**src/rtl/rng_share_ctrl.sv**
```systemverilog
// Round-robin share of one 3-bit random stream among N_REQ requesters.
// Rejection-samples into 1..limit with a retry cap and fixed fallback.
module rng_share_ctrl #(
  parameter int N_REQ     = 4,
  parameter int MAX_TRIES = 8
) (
  input  logic                 clk,
  input  logic                 rst_n,
  input  logic [2:0]           rnd_in,
  input  logic [N_REQ-1:0]     req,
  input  logic [3*N_REQ-1:0]   limit,
  output logic [N_REQ-1:0]     ack,
  output logic [2:0]           value,
  output logic                 fallback,
  output logic                 busy
);

  localparam int IW = (N_REQ > 2) ? $clog2(N_REQ) : 1;

  typedef enum logic [1:0] {
    IDLE,
    DRAW,
    DONE
  } state_t;

  state_t            state, state_d;
  logic [IW-1:0]     idx, idx_d;
  logic [IW-1:0]     ptr, ptr_d;
  logic [2:0]        lim, lim_d;
  logic [3:0]        tries, tries_d;
  logic [N_REQ-1:0]  ack_d;
  logic [2:0]        value_d;
  logic              fb_d;

  logic              found;
  logic [IW-1:0]     gnt;
  logic [IW:0]       sum;
  logic [2:0]        glim;

  // first requester strictly after ptr, wrapping
  always_comb begin
    found = 1'b0;
    gnt   = '0;
    sum   = '0;
    for (int k = 1; k <= N_REQ; k++) begin
      sum = {1'b0, ptr} + (IW+1)'(k);
      if (int'(sum) >= N_REQ)
        sum = sum - (IW+1)'(N_REQ);
      if (!found && req[sum[IW-1:0]]) begin
        found = 1'b1;
        gnt   = sum[IW-1:0];
      end
    end
  end

  always_comb begin
    glim = 3'd7;
    for (int i = 0; i < N_REQ; i++)
      if (gnt == IW'(i))
        glim = limit[3*i +: 3];
  end

  always_comb begin
    state_d = state;
    idx_d   = idx;
    ptr_d   = ptr;
    lim_d   = lim;
    tries_d = tries;
    ack_d   = '0;
    value_d = value;
    fb_d    = 1'b0;
    unique case (state)
      IDLE: begin
        if (found) begin
          idx_d   = gnt;
          lim_d   = (glim == 3'd0) ? 3'd7 : glim;
          tries_d = '0;
          state_d = DRAW;
        end
      end
      DRAW: begin
        if (!req[idx]) begin
          ptr_d   = idx;
          state_d = IDLE;
        end else if (rnd_in != 3'd0 && rnd_in <= lim) begin
          value_d    = rnd_in;
          ack_d[idx] = 1'b1;
          state_d    = DONE;
        end else if (tries == 4'(MAX_TRIES-1)) begin
          value_d    = 3'd1;
          fb_d       = 1'b1;
          ack_d[idx] = 1'b1;
          state_d    = DONE;
        end else begin
          tries_d = tries + 4'd1;
        end
      end
      DONE: begin
        ptr_d   = idx;
        state_d = IDLE;
      end
      default: state_d = IDLE;
    endcase
  end

  always_ff @(posedge clk or negedge rst_n) begin
    if (!rst_n) begin
      state    <= IDLE;
      idx      <= '0;
      ptr      <= IW'(N_REQ-1);
      lim      <= 3'd7;
      tries    <= '0;
      ack      <= '0;
      value    <= '0;
      fallback <= 1'b0;
    end else begin
      state    <= state_d;
      idx      <= idx_d;
      ptr      <= ptr_d;
      lim      <= lim_d;
      tries    <= tries_d;
      ack      <= ack_d;
      value    <= value_d;
      fallback <= fb_d;
    end
  end

  assign busy = (state != IDLE);

endmodule

```
**config.mk**
```make
export PLATFORM = sky130hd
export DESIGN_NAME = rng_share_ctrl
export DESIGN_NICKNAME = d
export VERILOG_FILES = /design/src/rtl/rng_share_ctrl.sv
export SDC_FILE = /design/constraint.sdc
export NUM_CORES = 1
export LEC_CHECK = 0
export CORE_UTILIZATION = 30
export CTS_CLUSTER_DIAMETER = 80
export CTS_CLUSTER_SIZE = 30
export DETAILED_ROUTE_END_ITERATION = 10
export PLACE_DENSITY = 0.53
export SLEW_MARGIN = 20
export SYNTH_ARGS = -nofsm -noshare
export SYNTH_HDL_FRONTEND = slang
export SYNTH_SLANG_ARGS = --single-unit
```
**constraint.sdc**
```tcl
create_clock -name clk -period 4.2 [get_ports clk]
set_clock_uncertainty 0.05 [all_clocks]
set_input_delay 0.84 -clock clk [delete_from_list [all_inputs] [get_ports clk]]
set_output_delay 0.84 -clock clk [all_outputs]
set_load 0.01 [all_outputs]
```
==> metrics.csv <==
stage,metric,value,unit
routing,ant_nets,0,
yosys,ys_seq_area_share,44.4,%
hold_path,hold_path_class,register to register,
timing,fin_crit_sh,70.3,%
floorplanning,fp.dieW,65.2,microns
critical_path,worst-path-buf-inv,2,
power_and_ir_drop,power.density,597,nW/um^2
yosys,synth_top_area_share,33.4,%
placed_design,placed_area,1540,sq um
timing,rsz0062_at_grt,no,
timing,tightestPinTransition,897,ps
critical_path,critPathSlowestCell,clkdlybuf4s50_1,
yosys,ys_top_cells_by_count,"16 x dfrtp_1, 10 x nand2_1, 9 x nor2_1",
placed_design,gp_congestion,0.830,
yosys,synth-edff-count,0,
floorplanning,ios,30,
critical_path,crit_family,compound AO/OA/AOI/OAI gates,
floorplanning,die_y,65.2,microns
critical_path,cp.required,4300,ps
cells_and_area,drive_gt1_share,13.6,%
floorplanning,die_area,4250,sq um
power_and_ir_drop,switchingPower,0.367,mW
grt,grt_start_max_net_pins,22,
yosys,synthMuxAreaShare,3.65,%
yosys,synthTopCellsByArea,"dfrtp_1 33%, dfstp_2 11%, a21boi_0 4.4%",
cells_and_area,n_fill_cell,377,
grt,antenna_found_initial,0,
power_and_ir_drop,sequentialPowerShare,38.3,%
timing,fmax,339,MHz
yosys,synth_seq_cells,21,
power_and_ir_drop,vdd_drop_max,149,uV
routing,drc,0,
routing,firstDrtPassIters,5,
cts,postCtsResizedCells,0,
critical_path,critical_path_class,input port to register,
job,maxCapViolations,0,
cts,cts_made_buffers,3,
critical_path,arrival,3050,ps
power_and_ir_drop,p_int,0.582,mW
yosys,yosysTopAreaCell,dfrtp_1,
status,status,finished clean,
placed_design,preCtsSetupSlack,1020,ps
critical_path,cp-end-kind,register,
cells_and_area,areaGrowthSynthToFinish,32.7,%
timing,hold_viol,0,
power_and_ir_drop,pwr-share-comb,48.2,%
yosys,yosys.area_share.xor_xnor,0,%
yosys,yosysMostFrequentCell,dfrtp_1,
routing,wl_per_cell,12.5,microns
floorplanning,initial_core_util,32.0,%
floorplanning,rows,22,
power_and_ir_drop,leakagePower,0.660,nW
critical_path,cp_slowest_stage_delay,460,ps
timing,setup_slack,1250,ps
routing,drt_iter0_drc,55,
cells_and_area,nets,180,
grt,grt_pass1_vias,974,
timing,layout_min_cycle_time,2950,ps
routing,via_per_inst,5.02,
placed_design,portBuffers,29,
floorplanning,core-area,3740,sq um
yosys,synthSimpleGateAreaFrac,18.1,%
critical_path,worst-path-max-fanout,6,
cts,insertion_delay,260,ps
cts,clk_pin_slew,70,ps
yosys,synth_nets,147,
routing,vias,1014,
critical_path,cp-start-kind,input port,
grt,track_usage,13.4,%
cts,cts_sinks,21,
grt,overflow,0,
yosys,synthDistinctLibCells,40,
yosys,ys.flop_type,dfrtp_1,
yosys,yosysWarnings,0,
placed_design,hpwl,2010,microns
timing,slew_headroom,40.0,%
yosys,yosys.area_share.adder,4.18,%
placed_design,dp_cells,198,
yosys,synth_top_family_by_area,compound AO/OA/AOI/OAI gates,
cts,cts_tree,done,
routing,wl,2520,microns
critical_path,cp_cell_sequence,clkdlybuf4s50_1 -> ha_1 -> nor2b_1 -> o21ai_0 -> a32oi_1 -> nor2_1 -> o21ai_1 -> inv_1 -> and3_2,
grt,grt_pass1_wl,4380,microns
power_and_ir_drop,swShare,38.7,%
yosys,synth.avg_cell_area,9.83,sq um
timing,drv_slew,0,
cts,ctsHoldBuffers,0,
power_and_ir_drop,pwr-share-clk,13.6,%
yosys,synth_area,1200,sq um
yosys,synthArstFlopShare,100,%
cts,h-tree-depth,1,
yosys,synth-compound-area-share,26.5,%
yosys,synthCells,122,
cts,cts_buffer_depth,2,
cts,post_cts_buffers,0,
cells_and_area,fin_area,1590,sq um
cts,clock-root-buffer,clkbuf_8,
cells_and_area,antenna-diode-count,0,
timing,finalSetupViolCount,0,
cells_and_area,final-instance-count-excl-fill,202,
timing,tns,0,ps
## cells in the final DEF, fill, tap and decap left out, types with 5 or more instances in the layout
master | netlist | layout
a21boi_0 | 7 | 7
inv_1 | 8 | 8
dfrtp_1 | 16 | 16
clkdlybuf4s50_1 | 0 | 29
nor2_1 | 9 | 9
nand2_1 | 10 | 10
dfstp_2 | 5 | 5
o21ai_0 | 7 | 7
## power by group through the flow
stage,clock network [mW],registers [mW],logic (mW)
2_1_floorplan,0,0.352,0.319
3_3_place_gp,0,0.365,0.454
3_5_place_dp,0,0.367,0.464
4_1_cts,0.136,0.364,0.467
5_1_grt,0.145,0.376,0.519
6_report,0.129,0.363,0.457
## cell type report
cell class | instances | area, sq um | area share (%)
clock buffer | 3 | 41.3 | 2.60
clock inverter | 1 | 5.00 | 0.315
inverter | 9 | 33.8 | 2.12
multi-input combinational | 91 | 628 | 39.5
sequential | 21 | 532 | 33.4
tap | 48 | 60.1 | 3.78
timing repair buffer | 29 | 290 | 18.3
## state kept, by name, summed over array words and instances, names as in the netlist
name      count
lim           3
value         3
fallback      1
state         2
tries         4
ptr           2
idx           2
ack           4
## layer usage
| metal | global-route usage [%] | vias up | wire length (microns) | part of all wire, % |
|---|---|---|---|---|
| li1 | - | 515 | - | - |
| met1 | 16.8 | 465 | 1140 | 45 |
| met2 | 22.4 | 30 | 1210 | 48 |
| met3 | 1.91 | 4 | 112 | 4.5 |
| met4 | 6.52 | 0 | 52 | 2.1 |
| met5 | 0 | - | 0 | 0 |
## kinds of logic after synthesis
logic type               after synthesis
buffers and inverters                 10
multiplexers                           3
AO/OA/AOI/OAI                         44
adder cells (fa/ha/maj)                4
flip-flops                            21
AND/OR/NAND/NOR                       40
## worst min-delay path, delay by kind of cell (launching register included)
kind | cells | cell delay, ps
flops | 1 | 370
compound gates | 1 | 50
simple gates | 1 | 90
## path summary, 6_finish.rpt
| path | startpoint | endpoint | slack [ps] | cells after the start |
|---|---|---|---|---|
| max in group asynchronous | rst_n | idx[0] | 2510 | 1 |
| worst min-delay path | lim[1] | lim[1] | 460 | 2 |
| worst min register to register | lim[1] | lim[1] | 460 | 2 |
| worst max register to register | lim[1] | ack[3] | 1760 | 9 |
| min in group asynchronous | rst_n | value[2] | 1040 | 1 |
| worst max-delay path | rnd_in[1] | ack[3] | 1250 | 9 |
## through the flow
stage / utilization, % / hold WS [ps] / total power [mW]
2_1_floorplan: - / 425 / 0.671
3_3_place_gp: 41.2 / 443 / 0.819
3_5_place_dp: 41.2 / 453 / 0.831
4_1_cts: 42.5 / 464 / 0.967
5_1_grt: 42.5 / 504 / 1.04
6_report: 42.5 / 461 / 0.949
Note: power is estimated with default switching activity, not from simulation.
